`src/rtl/ldst_pkg.sv`:
```
// Shared load/store channel types and sizing helpers for the ldst arbiter slice.
package ldst_pkg;

   localparam int LDST_AW = 32;
   localparam int LDST_DW = 32;

   typedef struct packed {
      logic [LDST_AW-1:0]   addr;
      logic                 st;
      logic [LDST_DW-1:0]   data;
      logic [LDST_DW/8-1:0] strobe;
   } ldst_req_t;

   typedef struct packed {
      logic [LDST_DW-1:0] data;
      logic               ok;
   } ldst_rsp_t;

   // Master index width; a single master still needs a 1-bit id.
   function automatic int calc_idw(input int n);
      return (n > 1) ? $clog2(n) : 1;
   endfunction

endpackage

```
`src/rtl/ldst_id_fifo.sv`:
```
// In-order FIFO of granted master ids; head is the owner of the next slave response.
module ldst_id_fifo #(
   parameter int DEPTH = 4,
   parameter int IDW   = 1
) (
   input  logic           clk,
   input  logic           rst,
   input  logic           i_push,
   input  logic [IDW-1:0] i_din,
   input  logic           i_pop,
   output logic [IDW-1:0] o_head,
   output logic           o_full,
   output logic           o_empty
);

   localparam int PW = $clog2(DEPTH);

   logic [IDW-1:0] r_mem [DEPTH];
   logic [PW-1:0]  r_wr_ptr;
   logic [PW-1:0]  r_rd_ptr;
   logic [PW:0]    r_count;
   logic           w_push;
   logic           w_pop;

   assign o_full  = (r_count == (PW+1)'(DEPTH));
   assign o_empty = (r_count == '0);
   assign o_head  = r_mem[r_rd_ptr];
   assign w_push  = i_push & ~o_full;
   assign w_pop   = i_pop & ~o_empty;

   always_ff @(posedge clk) begin
      if (rst) begin
         r_wr_ptr <= '0;
         r_rd_ptr <= '0;
         r_count  <= '0;
      end else begin
         if (w_push) r_wr_ptr <= r_wr_ptr + PW'(1);
         if (w_pop)  r_rd_ptr <= r_rd_ptr + PW'(1);
         case ({w_push, w_pop})
            2'b10:   r_count <= r_count + (PW+1)'(1);
            2'b01:   r_count <= r_count - (PW+1)'(1);
            default: r_count <= r_count;
         endcase
      end
   end

   always_ff @(posedge clk) begin
      if (w_push) r_mem[r_wr_ptr] <= i_din;
   end

endmodule

```
`src/rtl/ldst_arb.sv`:
```
// N-master to 1-slave load/store arbiter: round-robin grant, zero-latency request
// pass-through, in-order response routing. LDST_ARB_FIXED_PRIO_EN selects fixed priority.
module ldst_arb
   import ldst_pkg::*;
#(
   parameter int NUM_MST    = 2,
   parameter int AW         = 32,
   parameter int DW         = 32,
   parameter int OUTS_DEPTH = 4
) (
   input  logic                            clk,
   input  logic                            rst,
   input  logic [NUM_MST-1:0]              m_req_vld,
   output logic [NUM_MST-1:0]              m_req_rdy,
   input  logic [NUM_MST*(AW+1+DW+DW/8)-1:0] m_req_pkt,
   output logic [NUM_MST-1:0]              m_rsp_vld,
   input  logic [NUM_MST-1:0]              m_rsp_rdy,
   output logic [NUM_MST*(DW+1)-1:0]       m_rsp_pkt,
   output logic                            s_req_vld,
   input  logic                            s_req_rdy,
   output logic [AW+DW+DW/8:0]             s_req_pkt,
   input  logic                            s_rsp_vld,
   output logic                            s_rsp_rdy,
   input  logic [DW:0]                     s_rsp_pkt
);

   localparam int IDW  = calc_idw(NUM_MST);
   localparam int REQW = AW + 1 + DW + DW/8;

   logic [IDW-1:0]  r_rr_ptr;
   logic            r_lock;
   logic [IDW-1:0]  r_lock_id;
   logic [IDW-1:0]  w_gnt;
   logic [IDW-1:0]  w_hid;
   logic            w_any;
   logic            w_full;
   logic            w_empty;
   logic            w_push;
   logic            w_pop;
   logic [REQW-1:0] w_req_arr [NUM_MST];

   function automatic logic [IDW-1:0] next_idx(input logic [IDW-1:0] g);
      return (int'(g) == NUM_MST-1) ? '0 : g + IDW'(1);
   endfunction

   for (genvar i = 0; i < NUM_MST; i++) begin : g_unpack
      assign w_req_arr[i] = m_req_pkt[i*REQW +: REQW];
   end

   assign w_any = |m_req_vld;

   if (NUM_MST == 1) begin : g_single
      assign w_gnt = '0;
   end else begin : g_multi
      logic [IDW-1:0] w_srch;
      always_comb begin
         int idx;
         idx    = 0;
         w_srch = r_rr_ptr;
`ifdef LDST_ARB_FIXED_PRIO_EN
         w_srch = '0;
         for (int k = NUM_MST-1; k >= 0; k--) begin
            if (m_req_vld[k]) w_srch = IDW'(k);
         end
`else
         // Scan from the far end back so the closest requester after rr_ptr wins.
         for (int k = NUM_MST-1; k >= 0; k--) begin
            idx = int'(r_rr_ptr) + k;
            if (idx >= NUM_MST) idx = idx - NUM_MST;
            if (m_req_vld[idx]) w_srch = IDW'(idx);
         end
`endif
      end
      // A stalled request keeps its grant so s_req_pkt cannot change mid-transfer.
      assign w_gnt = r_lock ? r_lock_id : w_srch;
   end

   assign s_req_vld = w_any & ~w_full;
   assign s_req_pkt = w_req_arr[w_gnt];
   assign w_push    = s_req_vld & s_req_rdy;

   always_comb begin
      m_req_rdy        = '0;
      m_req_rdy[w_gnt] = s_req_rdy & ~w_full;
   end

   always_ff @(posedge clk) begin
      if (rst) begin
         r_rr_ptr  <= '0;
         r_lock    <= 1'b0;
         r_lock_id <= '0;
      end else if (w_push) begin
`ifndef LDST_ARB_FIXED_PRIO_EN
         r_rr_ptr <= next_idx(w_gnt);
`endif
         r_lock   <= 1'b0;
      end else if (s_req_vld) begin
         r_lock    <= 1'b1;
         r_lock_id <= w_gnt;
      end
   end

   ldst_id_fifo #(
      .DEPTH (OUTS_DEPTH),
      .IDW   (IDW)
   ) u_id_fifo (
      .clk     (clk),
      .rst     (rst),
      .i_push  (w_push),
      .i_din   (w_gnt),
      .i_pop   (w_pop),
      .o_head  (w_hid),
      .o_full  (w_full),
      .o_empty (w_empty)
   );

   // Responses follow request order; the FIFO head names the owning master.
   assign s_rsp_rdy = m_rsp_rdy[w_hid] & ~w_empty;
   assign w_pop     = s_rsp_vld & s_rsp_rdy;
   assign m_rsp_pkt = {NUM_MST{s_rsp_pkt}};

   always_comb begin
      m_rsp_vld        = '0;
      m_rsp_vld[w_hid] = s_rsp_vld & ~w_empty;
   end

endmodule
```
`config.mk`:
```
export PLATFORM = sky130hd
export DESIGN_NAME = ldst_arb
export DESIGN_NICKNAME = d
export VERILOG_FILES = /design/src/rtl/ldst_pkg.sv /design/src/rtl/ldst_id_fifo.sv /design/src/rtl/ldst_arb.sv
export SDC_FILE = /design/constraint.sdc
export NUM_CORES = 1
export LEC_CHECK = 0
export ABC_CLOCK_PERIOD_IN_PS = 7200
export CORE_AREA = 2 2 125 127
export DETAILED_ROUTE_END_ITERATION = 10
export DIE_AREA = 0 0 127 129
export DONT_BUFFER_PORTS = 1
export GPL_ROUTABILITY_DRIVEN = 0
export PLACE_DENSITY = 0.3
export SYNTH_ARGS = -nofsm -noshare
export SYNTH_HDL_FRONTEND = slang
export SYNTH_HIERARCHICAL = 1
export SYNTH_SLANG_ARGS = --single-unit
```
`constraint.sdc`:
```
create_clock -name clk -period 7.2 [get_ports clk]
set_input_delay 1.08 -clock clk [delete_from_list [all_inputs] [get_ports clk]]
set_output_delay 1.08 -clock clk [all_outputs]
set_load 0.1 [all_outputs]
```
==> summary.md, run 1 <==
| Metric | Value |
|---|---|
| Status | `finished, final reports clean` |
| Synth top area cells | `mux2_2 (35%), buf_4 (23%), dfxtp_1 (11%), edfxtp_1 (5.5%), buf_6 (3.6%)` |
| Top_reg_cell synth | `dfxtp_1` |
| Post-synth top area cell | `mux2_2` |
| PortBufs | `0` |
| Remaining DRCs | `0` |
| Worst Setup EP | `s_req_pkt[18]` |
| Fin. max-slew vios | `0` |
| Total Power | `691 uW` |
| Reg2reg end | `u_id_fifo/r_count[2]$_SDFFE_PP0P_` |
| Core area | `15,000 sq um` |
| DP HPWL | `6750 um` |
| LEAKAGE | `0.655 nW` |
| Die height | `129 um` |
| Setup_tns | `0 ns` |
| Pre-Repair DR Iteration Count | `4` |
| Initial antenna violation count | `2` |
| Max clock buf depth | `2` |
| Yosys reg bits | `16` |
| Crit Path Max Fanout | `40` |
| I/O pin total | `320` |
| Switch share | `64.3%` |
| Worst slew pin tran | `1.07 ns` |
| Logic pwr share | `67.4%` |
| Final Hold Viols | `0` |
| Drt via density | `3.78` |
| DRT iter0 DRCs | `27` |
| Largest stage delay on the critical path | `0.83 ns` |
| Peak VDD IR | `0.000114 V` |
| Design Area, Final | `1990 sq um` |
| Fmax | `225 MHz` |
| CP max stage cell | `o21ai_4` |
| Mapped Nets | `415` |
| Largest net degree at the start of global routing | `41` |
| Synthesis warning total | `6` |
| Gr usage total | `8.33%` |
| Layout cells sized above 1 | `52.5%` |
| Avg Cell Area, Syn | `9.56 sq um` |
| Layout Skew | `0.00116 ns` |
| Drt wl/cell | `21.9 um` |
| Crit path kind | `in -> out` |
| Worst Path Buf+Inv | `1` |
| R2R Path Start | `u_id_fifo/r_mem[0]$_DFFE_PP_` |
| Dpl cell area | `1900 sq um` |
| Number of buffers created by CTS | `3` |
| Max-Cap Viols | `0` |
| Min Tclk post-route | `4.44 ns` |
| Initial Util | `14.7%` |
| Share of the synthesized area in the top cell type | `35.3%` |
| Worst reg2reg path depth | `12` |
| Die ar. | `16,400 sq um` |
| Die Wd | `127 um` |
| Clock share of power | `17.6%` |
| Sequential share of the synthesized area | `16.4%` |
| Vias in the first global route | `1,325` |
| Crit. End Element | `primary output` |
| Stages on the worst setup path | `4` |
| Clock latency on the worst-skew pair | `0.25 ns` |
| Netlist cell types | `33` |
| WP data arrival | `3.36 ns` |
| ANT nets after route | `0` |
| WHS Path Cells | `2` |
| Clock transition at path regs | `0.05 ns` |
| Nature of the critical path startpoint | `input pin` |
| First-pass GRT wire length | `9850 um` |
| Count leader, synth | `mux2_2` |
| Post-Synthesis Cell Area | `2200 sq um` |
| Clock sinks | `16` |
| Aggregate global routing overflow | `0` |
| Int Power | `247 uW` |
| Post-CTS setup buffer count | `0` |
| Non-Filler Instances | `350` |
| Flop pwr share | `15.0%` |
| Post-synthesis instance total | `230` |
| Critical path origin | `m_req_vld[0]` |
| Nets@finish | `348` |
| # H-tree levels | `1` |
| Crit path cell chain | `a21boi_2 > o21ai_4 > buf_4 > mux2_2` |
| FFs w/ async S/R, synth | `0%` |
| Reg2reg setup slack | `3.58 ns` |
| Switching pwr | `444 uW` |
| Post-CTS Hold Buffers | `0` |
| Top post-synthesis cells by count | `mux2_2 (69), buf_4 (66), nor2_1 (13)` |
| Crit path max-delay family | `compound AO/OA/AOI/OAI gates` |
| Pwr Density | `347 nW/um^2` |
| Relative slew slack | `28.3%` |
| Clk root buf | `clkbuf_16` |
| Cts repair resizes | `0` |
| Final Setup Violations | `0` |
| Min-Delay Path Class | `reg -> reg` |
| Fin crit share | `61.7%` |
| Data required, critical path | `6.12 ns` |
| Via count | `1,324` |
| Placed instance count | `346` |
| Clock tree from TritonCTS | `yes` |
| Area Overhead vs Synth | `-9.50%` |
| # diodes | `0` |
| RSZ-0062 raised after global routing | `false` |
| Std cell rows | `45` |
| Routed WL | `7660 um` |
| EDFF count, synth | `4` |
## per-layer routing
| metal | vias to the layer above | track usage, % | share of wire (%) |
|---|---|---|---|
| met5 | - | 0 | 0.35 |
| met4 | 4 | 0.582 | 0.13 |
| met3 | 4 | 5.65 | 13 |
| met2 | 141 | 13.3 | 50 |
| met1 | 589 | 9.72 | 36 |
| li1 | 586 | - | - |
## stage by stage
step	hold WS (ns)	setup slack (ns)	util [%]
floorplan	0.459	2.86	-
global placement	0.479	2.82	12.7
detailed placement	0.481	2.75	12.7
CTS	0.485	2.74	13.3
global route	0.541	2.59	13.3
finish	0.483	2.76	13.3
## how the worst min path moves through the flow
stage                                             startpoint                                 end  slack, ns
final                     u_id_fifo/r_rd_ptr[1]$_SDFFE_PP0P_  u_id_fifo/r_rd_ptr[1]$_SDFFE_PP0P_       0.48
after global routing      u_id_fifo/r_wr_ptr[1]$_SDFFE_PP0P_  u_id_fifo/r_wr_ptr[1]$_SDFFE_PP0P_       0.54
after CTS                 u_id_fifo/r_rd_ptr[1]$_SDFFE_PP0P_  u_id_fifo/r_rd_ptr[1]$_SDFFE_PP0P_       0.49
after detailed placement  u_id_fifo/r_rd_ptr[1]$_SDFFE_PP0P_  u_id_fifo/r_rd_ptr[1]$_SDFFE_PP0P_       0.48
after global placement    u_id_fifo/r_rd_ptr[1]$_SDFFE_PP0P_  u_id_fifo/r_rd_ptr[1]$_SDFFE_PP0P_       0.48
after floorplan           u_id_fifo/r_rd_ptr[1]$_SDFFE_PP0P_                                flop       0.46
## logic make-up (layout without fill, tap and decap cells)
logic type,count (synthesis),after routing,share of synthesized area [%]
buffers and inverters,82,14,27.7
multiplexers,71,71,36.8
AND/OR/NAND/NOR,34,34,8.54
AO/OA/AOI/OAI,18,18,5.64
flip-flops,16,16,16.4
adder cells (fa/ha/maj),6,6,3.76
XOR/XNOR,3,3,1.20
## power by group through the flow
stage / logic [mW] / registers (mW) / clock network [mW]
3_3_place_gp: 0.467 / 0.106 / 0
6_report: 0.466 / 0.104 / 0.121
2_1_floorplan: 0.620 / 0.104 / 0
3_5_place_dp: 0.468 / 0.106 / 0
4_1_cts: 0.469 / 0.104 / 0.126
5_1_grt: 0.477 / 0.104 / 0.130
## layout make-up
| cell class | instances | area [sq um] |
|---|---|---|
| Sequential cell | 16 | 360 |
| Tap cell | 188 | 235 |
| Fill cell | 1717 | 13000 |
| Multi-Input combinational cell | 132 | 1240 |
| Clock buffer | 4 | 88.8 |
| Timing Repair Buffer | 2 | 32.5 |
| Inverter | 8 | 30.0 |
## cells in the final DEF, fill, tap and decap left out, types with 3 or more instances in the layout
cell type	n
inv_1	8
or3_1	3
dfxtp_1	12
mux2_2	69
and2_1	5
ha_1	5
nor2_1	11
edfxtp_1	4
a21oi_1	6
o21ai_0	5
clkbuf_16	4
xor2_1	3
## worst reg2reg max path, cell delays in order (launching register included)
cell and delay (ns):
edfxtp_1 0.37, mux4_2 0.52, mux2i_1 0.15, nor2_2 0.82, and2_1 0.29, o31ai_1 0.11, inv_1 0.07, ha_1 0.18
inv_1 0.06, fa_1 0.39, xor2_1 0.16, or3_1 0.30, a21oi_1 0.13
No activity file was read; power rests on OpenSTA's default activity.
==> run 2: changes to the inputs <==
ABC_CLOCK_PERIOD_IN_PS = 4000   (was 7200)
clock period = 4 ns   (was 7.2 ns; I/O delays follow)
==> summary.md, run 2 (same netlist as run 1, synthesis figures left out) <==
| Metric | Value |
|---|---|
| Commonest cells after routing, fill and taps aside | `mux2_2 (69), dfxtp_1 (12), nor2_1 (11)` |
| Die Wd | `127 um` |
| Initial antenna violation count | `6` |
| Most common cell after layout, fill and taps aside | `mux2_2` |
| Peak VDD IR | `0.000192 V` |
| PortBufs | `0` |
| Vias in the first global route | `1,320` |
| Drt via density | `3.75` |
| Clock transition at path regs | `0.05 ns` |
| Pre-Repair DR Iteration Count | `4` |
| Nets@finish | `352` |
| ANT nets after route | `0` |
| Relative slew slack | `35.4%` |
| DRT iter0 DRCs | `27` |
| Max clock buf depth | `2` |
| Die ar. | `16,400 sq um` |
| Aggregate global routing overflow | `0` |
| R2R Path Start | `u_id_fifo/r_count[2]$_SDFFE_PP0P_` |
| Largest net degree at the start of global routing | `54` |
| Routed WL | `8290 um` |
| Setup_tns | `0 ns` |
| Crit Path Max Fanout | `8` |
| LEAKAGE | `0.668 nW` |
| Number of buffers created by CTS | `3` |
| Min Tclk post-route | `2.85 ns` |
| Via count | `1,330` |
| Nature of the critical path startpoint | `flop` |
| Initial Util | `14.7%` |
| Gr usage total | `8.95%` |
| Crit. End Element | `flop` |
| Post-CTS Hold Buffers | `0` |
| Clk root buf | `clkbuf_16` |
| Remaining DRCs | `0` |
| Fmax | `351 MHz` |
| HP Start | `rst` |
| Clock sinks | `16` |
| Std cell rows | `45` |
| Status | `finished, final reports clean` |
| First-pass GRT wire length | `10,400 um` |
| Fin. max-slew vios | `0` |
| Drt wl/cell | `23.3 um` |
| Clock tree from TritonCTS | `yes` |
| Critical path origin | `u_id_fifo/r_count[2]$_SDFFE_PP0P_` |
| RSZ-0062 raised after global routing | `false` |
| Worst slew pin tran | `0.972 ns` |
| Post-CTS setup buffer count | `0` |
| Post-layout util | `13.4%` |
| Die height | `129 um` |
| Crit path kind | `reg -> reg` |
| Final Hold Viols | `0` |
| DP HPWL | `7370 um` |
| Final Setup Violations | `0` |
| I/O pin total | `320` |
| WP data arrival | `3.02 ns` |
| Min-Delay Path Class | `in -> reg` |
| Core area | `15,000 sq um` |
| Fin crit share | `71.2%` |
| Clock latency on the worst-skew pair | `0.24 ns` |
| Data required, critical path | `4.17 ns` |
| Cts repair resizes | `0` |
| # H-tree levels | `1` |
| Layout cells sized above 1 | `53.3%` |
| Layout Skew | `0.00388 ns` |
| Pwr Density | `606 nW/um^2` |
| Max-Cap Viols | `0` |
| Area Overhead vs Synth | `-8.54%` |
## run 2: changes by cell type in the layout (fill, tap and decap cells not counted), sizes merged
cell    before  now
clkbuf       5    4
buf          1    5
diode        0    2
## run 2: metrics by stage
stage / hold WS [ns] / cell area, sq um / power, mW / instances / setup WS [ns]
global route: 0.415 / 2010 / 1.25 / 353 / 0.957
detailed placement: 0.482 / 1930 / 1.03 / 350 / 1.17
global placement: 0.483 / 1930 / 1.03 / 350 / 1.14
CTS: 0.416 / 2010 / 1.23 / 353 / 1.14
floorplan: 0.459 / 2200 / 1.30 / 230 / 0.109
finish: 0.422 / 2010 / 1.22 / 355 / 1.15
## run 2: layer usage
metal	track usage [%]	share of wire (%)
met5	0	0.45
met4	0.388	0.036
met3	7.69	17
met2	14.8	49
met1	9.12	33
## run 2: final timing paths
kind         cells past startpoint  slack (ns)                            endpoint
max                             12        1.15   u_id_fifo/r_count[2]$_SDFFE_PP0P_
min                              1        0.42  u_id_fifo/r_wr_ptr[1]$_SDFFE_PP0P_
max reg2reg                     12        1.15   u_id_fifo/r_count[2]$_SDFFE_PP0P_
min reg2reg                      2        0.49  u_id_fifo/r_rd_ptr[1]$_SDFFE_PP0P_
## run 2: critical path: stages, from the launching register on
cell and delay, ns:
dfxtp_1 0.39, nor3b_2 0.45, nand2b_1 0.31, nor2_1 0.11, inv_1 0.11, nor2_1 0.10
inv_1 0.09, ha_1 0.18, inv_1 0.06, fa_1 0.37, xor2_1 0.16, or3_1 0.30
a21oi_1 0.15
## run 2: power breakdown
| part | internal, mW | switching, mW | total, mW |
|---|---|---|---|
| clock network | 0.131 | 0.0600 | 0.191 |
| logic | 0.120 | 0.720 | 0.840 |
| registers | 0.177 | 0.00996 | 0.187 |
## run 2: layout make-up
cell class                      instances  area, sq um
Sequential cell                        16          360
Timing Repair Buffer                    6         62.6
Clock buffer                            3         75.1
Antenna cell                            2         5.00
Inverter                                8         30.0
Tap cell                              188          235
Fill cell                            1696        13000
Multi-Input combinational cell        132         1240
